### config.mk
export PLATFORM = sky130hd
export DESIGN_NAME = csdf_flux_sched
export DESIGN_NICKNAME = d
export VERILOG_FILES = /design/src/rtl/csdf_flux_sched.sv
export SDC_FILE = /design/constraint.sdc
export NUM_CORES = 1
export LEC_CHECK = 0
export CORE_AREA = 3 3 40 42
export CTS_CLUSTER_DIAMETER = 30
export DETAILED_ROUTE_END_ITERATION = 12
export DIE_AREA = 0 0 43 45
export PLACE_DENSITY = 0.71
export SETUP_SLACK_MARGIN = 0.15
export SYNTH_ARGS = -nofsm -noshare
export SYNTH_HDL_FRONTEND = slang
export SYNTH_SLANG_ARGS = --single-unit
### constraint.sdc
create_clock -name clk -period 4.65 [get_ports clk]
set_clock_uncertainty 0.2 [all_clocks]
set_input_delay 0.93 -clock clk [delete_from_list [all_inputs] [get_ports clk]]
set_output_delay 0.93 -clock clk [all_outputs]
set_load 0.02 [all_outputs]
### src/rtl/csdf_flux_sched.sv
// Round-robin flux scheduler for a shared CSDF actor: grants one tagged flux per firing,
// counts consumed tokens and flags protocol misuse. Optional idle watchdog: CSDF_SCHED_WDOG_EN.
module csdf_flux_sched #(
  parameter  int FLUX        = 2,
  parameter  int NUM_OP      = 4,
  parameter  int WDOG_CYCLES = 64,
  localparam int TAG_WIDTH   = (FLUX > 1) ? $clog2(FLUX) : 1,
  localparam int CNT_WIDTH   = (NUM_OP > 1) ? $clog2(NUM_OP) : 1
) (
  input  logic                 clk,
  input  logic                 rst,
  input  logic [FLUX-1:0]      req,
  input  logic                 full,
  input  logic                 consume,
  input  logic                 fire_done,
  output logic [FLUX-1:0]      grant,
  output logic [TAG_WIDTH-1:0] grant_tag,
  output logic                 grant_valid,
  output logic [CNT_WIDTH-1:0] op_cnt,
  output logic                 err
);

  localparam int NOP = (NUM_OP < 1) ? 1 : NUM_OP;
  localparam logic [CNT_WIDTH-1:0] CNT_LAST = CNT_WIDTH'(NOP - 1);

  typedef enum logic [1:0] {ST_IDLE, ST_RUN, ST_WAIT_OUT} state_t;

  state_t               r_state, w_state_nxt;
  logic [FLUX-1:0]      r_grant, w_grant_nxt;
  logic [TAG_WIDTH-1:0] r_tag, w_tag_nxt;
  logic                 r_valid, w_valid_nxt;
  logic [CNT_WIDTH-1:0] r_cnt, w_cnt_nxt;
  logic                 r_err, w_err_nxt;
  logic [TAG_WIDTH-1:0] r_last_tag, w_last_nxt;
  logic                 w_found, w_drop;
  logic [TAG_WIDTH-1:0] w_pick, w_cand;
  logic                 w_unused;

  // full only matters to the actor; the grant is held through WAIT_OUT regardless
  assign w_unused = full;

`ifdef CSDF_SCHED_WDOG_EN
  localparam int WDOG_LIM = (WDOG_CYCLES < 1) ? 1 : WDOG_CYCLES;
  localparam int WDOG_W   = (WDOG_LIM > 1) ? $clog2(WDOG_LIM) : 1;
  logic [WDOG_W-1:0] r_wdog, w_wdog_nxt;
`else
  if (WDOG_CYCLES < 1) begin : g_wdog_ignored
  end
`endif

  // Scan from last_tag+1 downwards in priority so the nearest requester wins
  always_comb begin
    w_found = 1'b0;
    w_pick  = r_last_tag;
    w_cand  = '0;
    for (int k = FLUX; k >= 1; k--) begin
      w_cand = TAG_WIDTH'((int'(r_last_tag) + k) % FLUX);
      if (req[w_cand]) begin
        w_found = 1'b1;
        w_pick  = w_cand;
      end
    end
  end

  always_comb begin
    w_state_nxt = r_state;
    w_grant_nxt = r_grant;
    w_tag_nxt   = r_tag;
    w_valid_nxt = r_valid;
    w_cnt_nxt   = r_cnt;
    w_err_nxt   = r_err;
    w_last_nxt  = r_last_tag;
    w_drop      = 1'b0;
`ifdef CSDF_SCHED_WDOG_EN
    w_wdog_nxt  = '0;
`endif
    case (r_state)
      ST_IDLE: begin
        if (fire_done) begin
          w_err_nxt = 1'b1;
        end else if (w_found) begin
          w_state_nxt = ST_RUN;
          w_grant_nxt = FLUX'(1) << w_pick;
          w_tag_nxt   = w_pick;
          w_valid_nxt = 1'b1;
          w_cnt_nxt   = '0;
          w_last_nxt  = w_pick;
        end
      end
      ST_RUN: begin
        if (consume) begin
          if (r_cnt == CNT_LAST) begin
            w_cnt_nxt = '0;
            if (fire_done) w_drop = 1'b1;
            else           w_state_nxt = ST_WAIT_OUT;
          end else if (fire_done) begin
            w_err_nxt = 1'b1;
            w_drop    = 1'b1;
          end else begin
            w_cnt_nxt = r_cnt + CNT_WIDTH'(1);
          end
        end else if (fire_done) begin
          w_err_nxt = 1'b1;
          w_drop    = 1'b1;
        end
`ifdef CSDF_SCHED_WDOG_EN
        else if (r_wdog == WDOG_W'(WDOG_LIM - 1)) begin
          w_err_nxt = 1'b1;
          w_drop    = 1'b1;
        end else begin
          w_wdog_nxt = r_wdog + WDOG_W'(1);
        end
`endif
      end
      ST_WAIT_OUT: begin
        if (consume)   w_err_nxt = 1'b1;
        if (fire_done) w_drop    = 1'b1;
      end
      default: w_state_nxt = ST_IDLE;
    endcase
    if (w_drop) begin
      w_state_nxt = ST_IDLE;
      w_grant_nxt = '0;
      w_tag_nxt   = '0;
      w_valid_nxt = 1'b0;
      w_cnt_nxt   = '0;
    end
  end

  always_ff @(posedge clk or negedge rst) begin
    if (!rst) begin
      r_state    <= ST_IDLE;
      r_grant    <= '0;
      r_tag      <= '0;
      r_valid    <= 1'b0;
      r_cnt      <= '0;
      r_err      <= 1'b0;
      r_last_tag <= TAG_WIDTH'(FLUX - 1);
    end else begin
      r_state    <= w_state_nxt;
      r_grant    <= w_grant_nxt;
      r_tag      <= w_tag_nxt;
      r_valid    <= w_valid_nxt;
      r_cnt      <= w_cnt_nxt;
      r_err      <= w_err_nxt;
      r_last_tag <= w_last_nxt;
    end
  end

`ifdef CSDF_SCHED_WDOG_EN
  always_ff @(posedge clk or negedge rst) begin
    if (!rst) r_wdog <= '0;
    else      r_wdog <= w_wdog_nxt;
  end
`endif

  assign grant       = r_grant;
  assign grant_tag   = r_tag;
  assign grant_valid = r_valid;
  assign op_cnt      = r_cnt;
  assign err         = r_err;

endmodule
# Word-level counts from Yosys, hierarchy flattened
# Index checks and enable logic that the tools add are counted.
[word_totals]
input_bits = 7
ff_bits = 10
[classes]
add_sub_neg = 3
n_mux = 41
bitwise = 1
reduce_logical = 11
n_eq_ne = 13
n_shift = 1
order_cmp = 2
[ops]
columns = ["cell", "count"]
rows = [
  ["2-bit 2-to-1 mux", 16],
  ["1-bit 2-to-1 mux", 22],
  ["3-bit != test (second input constant)", 6],
  ["3-bit AND reduction", 3],
  ["2-bit one-hot mux with 3 select lines", 1],
  ["6-bit AND reduction", 1],
  ["3-bit nonzero test", 2],
  ["5-bit AND reduction", 1],
  ["2-bit == test (second input constant)", 2],
  ["1-bit by 2-bit < comparator with 1-bit output (second input constant)", 2],
  ["2-bit != test (second input constant)", 2],
  ["4-bit != test (second input constant)", 1],
  ["2-bit one-hot mux with 2 select lines", 1],
  ["2-bit nonzero test", 2],
  ["1-bit one-hot mux with 3 select lines", 1],
  ["1-bit adder (second input constant)", 2],
  ["2-bit by 1-bit adder with 2-bit output (second input constant)", 1],
  ["2-bit by 1-bit == test with 1-bit output (second input constant)", 1],
  ["2-bit zero test", 1],
  ["2-bit by 1-bit != test with 1-bit output (second input constant)", 1],
  ["2-bit OR reduction", 1],
  ["1-bit by 1-bit left shift with 2-bit output (first input constant)", 1],
  ["1-bit inverter", 1],
]

# Logic depth before layout (Yosys ltp)
[depth]
ltp_word = 10
depth_mapped = 6
depth_no_buf = 6

# Worst setup path after synthesis
# No wires, ideal clock.
[synth_timing]
path_kind = "input to register"
from = "in fire_done"
to = "reg r_cnt[0] (netlist: op_cnt[0])"
stages = 4
path_buffers = 1
path_slack_ps = 2680
t_required_ps = 4328
t_arrival_ps = 1649
path_cell_list = "buf_4 -> o311ai_2 -> nand2_1 -> a32o_1"
[synth_via]
elab_chain_len = 4
word_cells_on_any_way = 9
cone_classes = "eq/ne: 4; mux: 3; reduce/logical: 2"
[synth_lines]
columns = ["element", "line_no", "text"]
rows = [
  ["start, declared", "15", "input logic fire_done,"],
  ["1-bit 2-to-1 mux (2 in series)", "--", ""],
  ["4-bit != test (no line), or another cell as far along", "--", ""],
  ["5-bit AND reduction (no line)", "--", ""],
  ["end signal, assigned", "144", "r_cnt <= w_cnt_nxt;"],
  ["end, declared", "32", "logic [CNT_WIDTH-1:0] r_cnt, w_cnt_nxt;"],
]
# Parallel ways exist; a longest one is shown, timed or not.
# A chain may end at the register's enable or synchronous reset.

# Worst setup path in the final report
[layout_timing]
from = "reg r_cnt[0] (netlist: op_cnt[0])"
to = "out op_cnt[0]"
[layout_rtl]
columns = ["element", "line_no", "text"]
rows = [
  ["end, declared", "19", "output logic [CNT_WIDTH-1:0] op_cnt,"],
]
# No word-level cell between the ends.

==> run metrics <==
maximum number of pins on one net before global-route repair=10; final setup violation count=0; proportion of register bits with asynchronous set or reset after synthesis=100.0%; Max-Cap Viols=0; Tmin final=2.390 ns; via/cell ratio=around 5.4; critical hold path startpoint=err; Worst Path Required=3.52 ns; post-synthesis to final-layout area growth=26.26%; combinational family with the most area after synthesis=compound AO/OA/AOI/OAI gates; TNS Setup=0 ns; maximum clock path buffer count=2; share of the core filled with cells in the final layout=a little under three fifths; Power Total=0.4348 mW; most frequent cell after synthesis=sky130_fd_sc_hd__dfrtp_1; mean area per synthesized cell=9.374 um2; post-cts gate resize count=0; Post-Synth Adder-Cell Area=about 8.8%; pin slew with the least headroom to its limit=about 0.42 ns; count of distinct cell types in the synthesized netlist=27; post-synthesis instance area=between 500 and 600 um2; reg-to-reg startpoint=r_state[1]; clk slew on worst S/H paths=0.06 ns; DRC violation count after routing=0; maximum level of the CTS H-tree=1; met2 wirelength from detailed routing=between 400 and 500 um; met3 wirelength from detailed routing=51 um; Root Buffer=sky130_fd_sc_hd__clkbuf_4; number of global-route vias before repair=480; critical register-to-register path endpoint=op_cnt[1]; top achievable clock speed=418.4 MHz; total clock sinks=9; Min-Delay Endpoint=err; hold_buf cts=0; total count of max-transition violations in the final report=0; routed length per placed instance=11.83 um; area fraction of the dominant cell type after synthesis=35.01%; Overflow after GRT=0; post-synthesis share of cell area spent on xor and xnor gates=0%; worst path cell trace=clkdlybuf4s50_1; synth top area cells=sky130_fd_sc_hd__dfrtp_1, sky130_fd_sc_hd__ha_1, sky130_fd_sc_hd__o21ai_0, sky130_fd_sc_hd__dfstp_2, sky130_fd_sc_hd__nand2_1; Top Layer Used=met3; die outline width=about 43 um; number of I/O pins=14; via count=484; worst-path fanout max=4; launching element type of the critical path=flop; cells on worst reg2reg path=6; overall routed net length=1065 um; most used standard cells in the synthesized netlist=sky130_fd_sc_hd__dfrtp_1, sky130_fd_sc_hd__nand2_1, sky130_fd_sc_hd__o21ai_0; share of post-route cells with drive strength above 1=10.67%; M1 WL=548 um; worst relative slew slack=71.89%; Critical Path Stages=1; final-stage net count=87; number of enable flip-flop cells after synthesis=0; Largest stage delay, worst path=0.62 ns; r2r setup slk=2.82 ns; CP endpoint kind=output pin; largest delay contributor family on the critical path=buffers and inverters; first-pass GRT wire length=a little over 2000 um; WS Path Type=reg -> out; Synth Area in Compound Gates=a little under a quarter; number of nets still failing antenna checks after routing=0; Mapped Cells=61; HPWL after DPL=~810 um; number of placement rows=13; count of state elements after synthesis=9; total nets after synthesis=72; ant diodes=0; top_reg_cell synth=sky130_fd_sc_hd__dfrtp_1; number of failing hold endpoints at the final stage=0; fraction of the cycle the final worst path needs=51.40%; drt first pass iters=3; cell depth of the worst min-delay path=1; fraction of synthesized area in multiplexers=1.751%; cell with the largest stage delay on the worst path=sky130_fd_sc_hd__clkdlybuf4s50_1; post-placement cell area=695.7 um2; peak ir drop on the vdd network=0.2993 mV; data arrival time of the critical path=1.26 ns; # port buffers=12; area of the core=between 0.001 and 0.0015 mm2; Die Y=45 um; status=finished, final reports clean; biggest area consumer among synthesized cells=sky130_fd_sc_hd__dfrtp_1; path category of the worst min-delay check=reg -> reg; buffering stage count on the worst path with inverters included=1; # Post-CTS Setup Buffers=0; pwr/cell area=602.2 mW/mm2; static leakage power=around 0.30 nW; Routability Congestion=0.7265; starting density of the core=44.50%; clock buffers created by TritonCTS=3; Iter 0 DRT Violations=11; antenna violations before repair=0; post-synthesis sequential area ratio=39.61%; share of synthesized cell area in and, or, nand and nor gates=22.10%; insertion delay of the later-clocked pin in the worst-skew pair=0.25 ns; TritonCTS clock tree=yes; overall die area=approximately 0.0019 mm2; RSZ-0062 raised after global routing=no; post-route cell area=721.9 um2; worst setup slack after layout=~2.3 ns; All-Layer GR Usage=around 14%; pre-CTS setup slack=2.074 ns; warnings from Yosys=0
[sequential cells by signal, summed over array words and instances, names as in the netlist]
register,cells
r_last_tag,1
grant,2
err,1
op_cnt,2
r_state,2
grant_valid,1
[where the power goes]
group          switching (mW)  internal, mW  leakage, nW  total (mW)
clock network          0.0272        0.0331       0.0150      0.0603
registers              0.0208         0.112        0.110       0.132
logic                   0.130         0.113        0.174       0.242
[cell type report]
type | count | area (um2)
inverter | 4 | 15.01
fill | 127 | 563.0
clock buffer | 4 | 26.28
tap | 15 | 18.77
multi-input combinational | 46 | 315.3
timing repair buffer | 12 | 120.1
sequential | 9 | 226.5
[worst register-to-register path, cell delays in order (launching register included)]
cell and delay (ns):
sky130_fd_sc_hd__dfrtp_1 0.38, sky130_fd_sc_hd__inv_1 0.08, sky130_fd_sc_hd__ha_1 0.25, sky130_fd_sc_hd__nor3b_2 0.19, sky130_fd_sc_hd__o311ai_2 0.27, sky130_fd_sc_hd__nand2_1 0.13
sky130_fd_sc_hd__a32o_1 0.22
[cells by family after synthesis]
group | Yosys count
flops | 9
fa+ha+maj | 4
simple gates | 22
compound gates | 19
buf+inv | 6
mux | 1
[through the flow]
stage               hold slack, ns  instances
floorplan                   0.2714         61
global placement            0.2428         86
detailed placement          0.2622         86
CTS                         0.2744         90
global route                0.2987         90
finish                      0.2659         90
[cells in the final DEF, fill, tap and decap left out, drive strengths merged, types with 3 or more instances in the layout]
cell,count
clkdlybuf4s50,12
dfrtp,8
o21ai,8
nand2,7
inv,4
ha,4
clkbuf,4
nor2b,3
o21a,3
[metal layers]
| layer | track usage (%) | up-vias |
|---|---|---|
| li1 | - | 244 |
| met1 | 19.16 | 228 |
| met2 | 21.26 | 12 |
| met3 | 3.586 | 0 |
| met4 | 3.614 | 0 |
| met5 | 0 | - |
[worst max path at each step]
stage,from,end,slack [ns]
2_1_floorplan,fire_done,op_cnt[0],2.68
3_3_place_gp,fire_done,grant[1],2.08
3_5_place_dp,fire_done,op_cnt[1],2.07
4_1_cts,op_cnt[0],op_cnt[0],2.25
5_1_grt,op_cnt[0],op_cnt[0],2.20
6_report,op_cnt[0],op_cnt[0],2.26
Note: power is estimated with default switching activity, not from simulation.
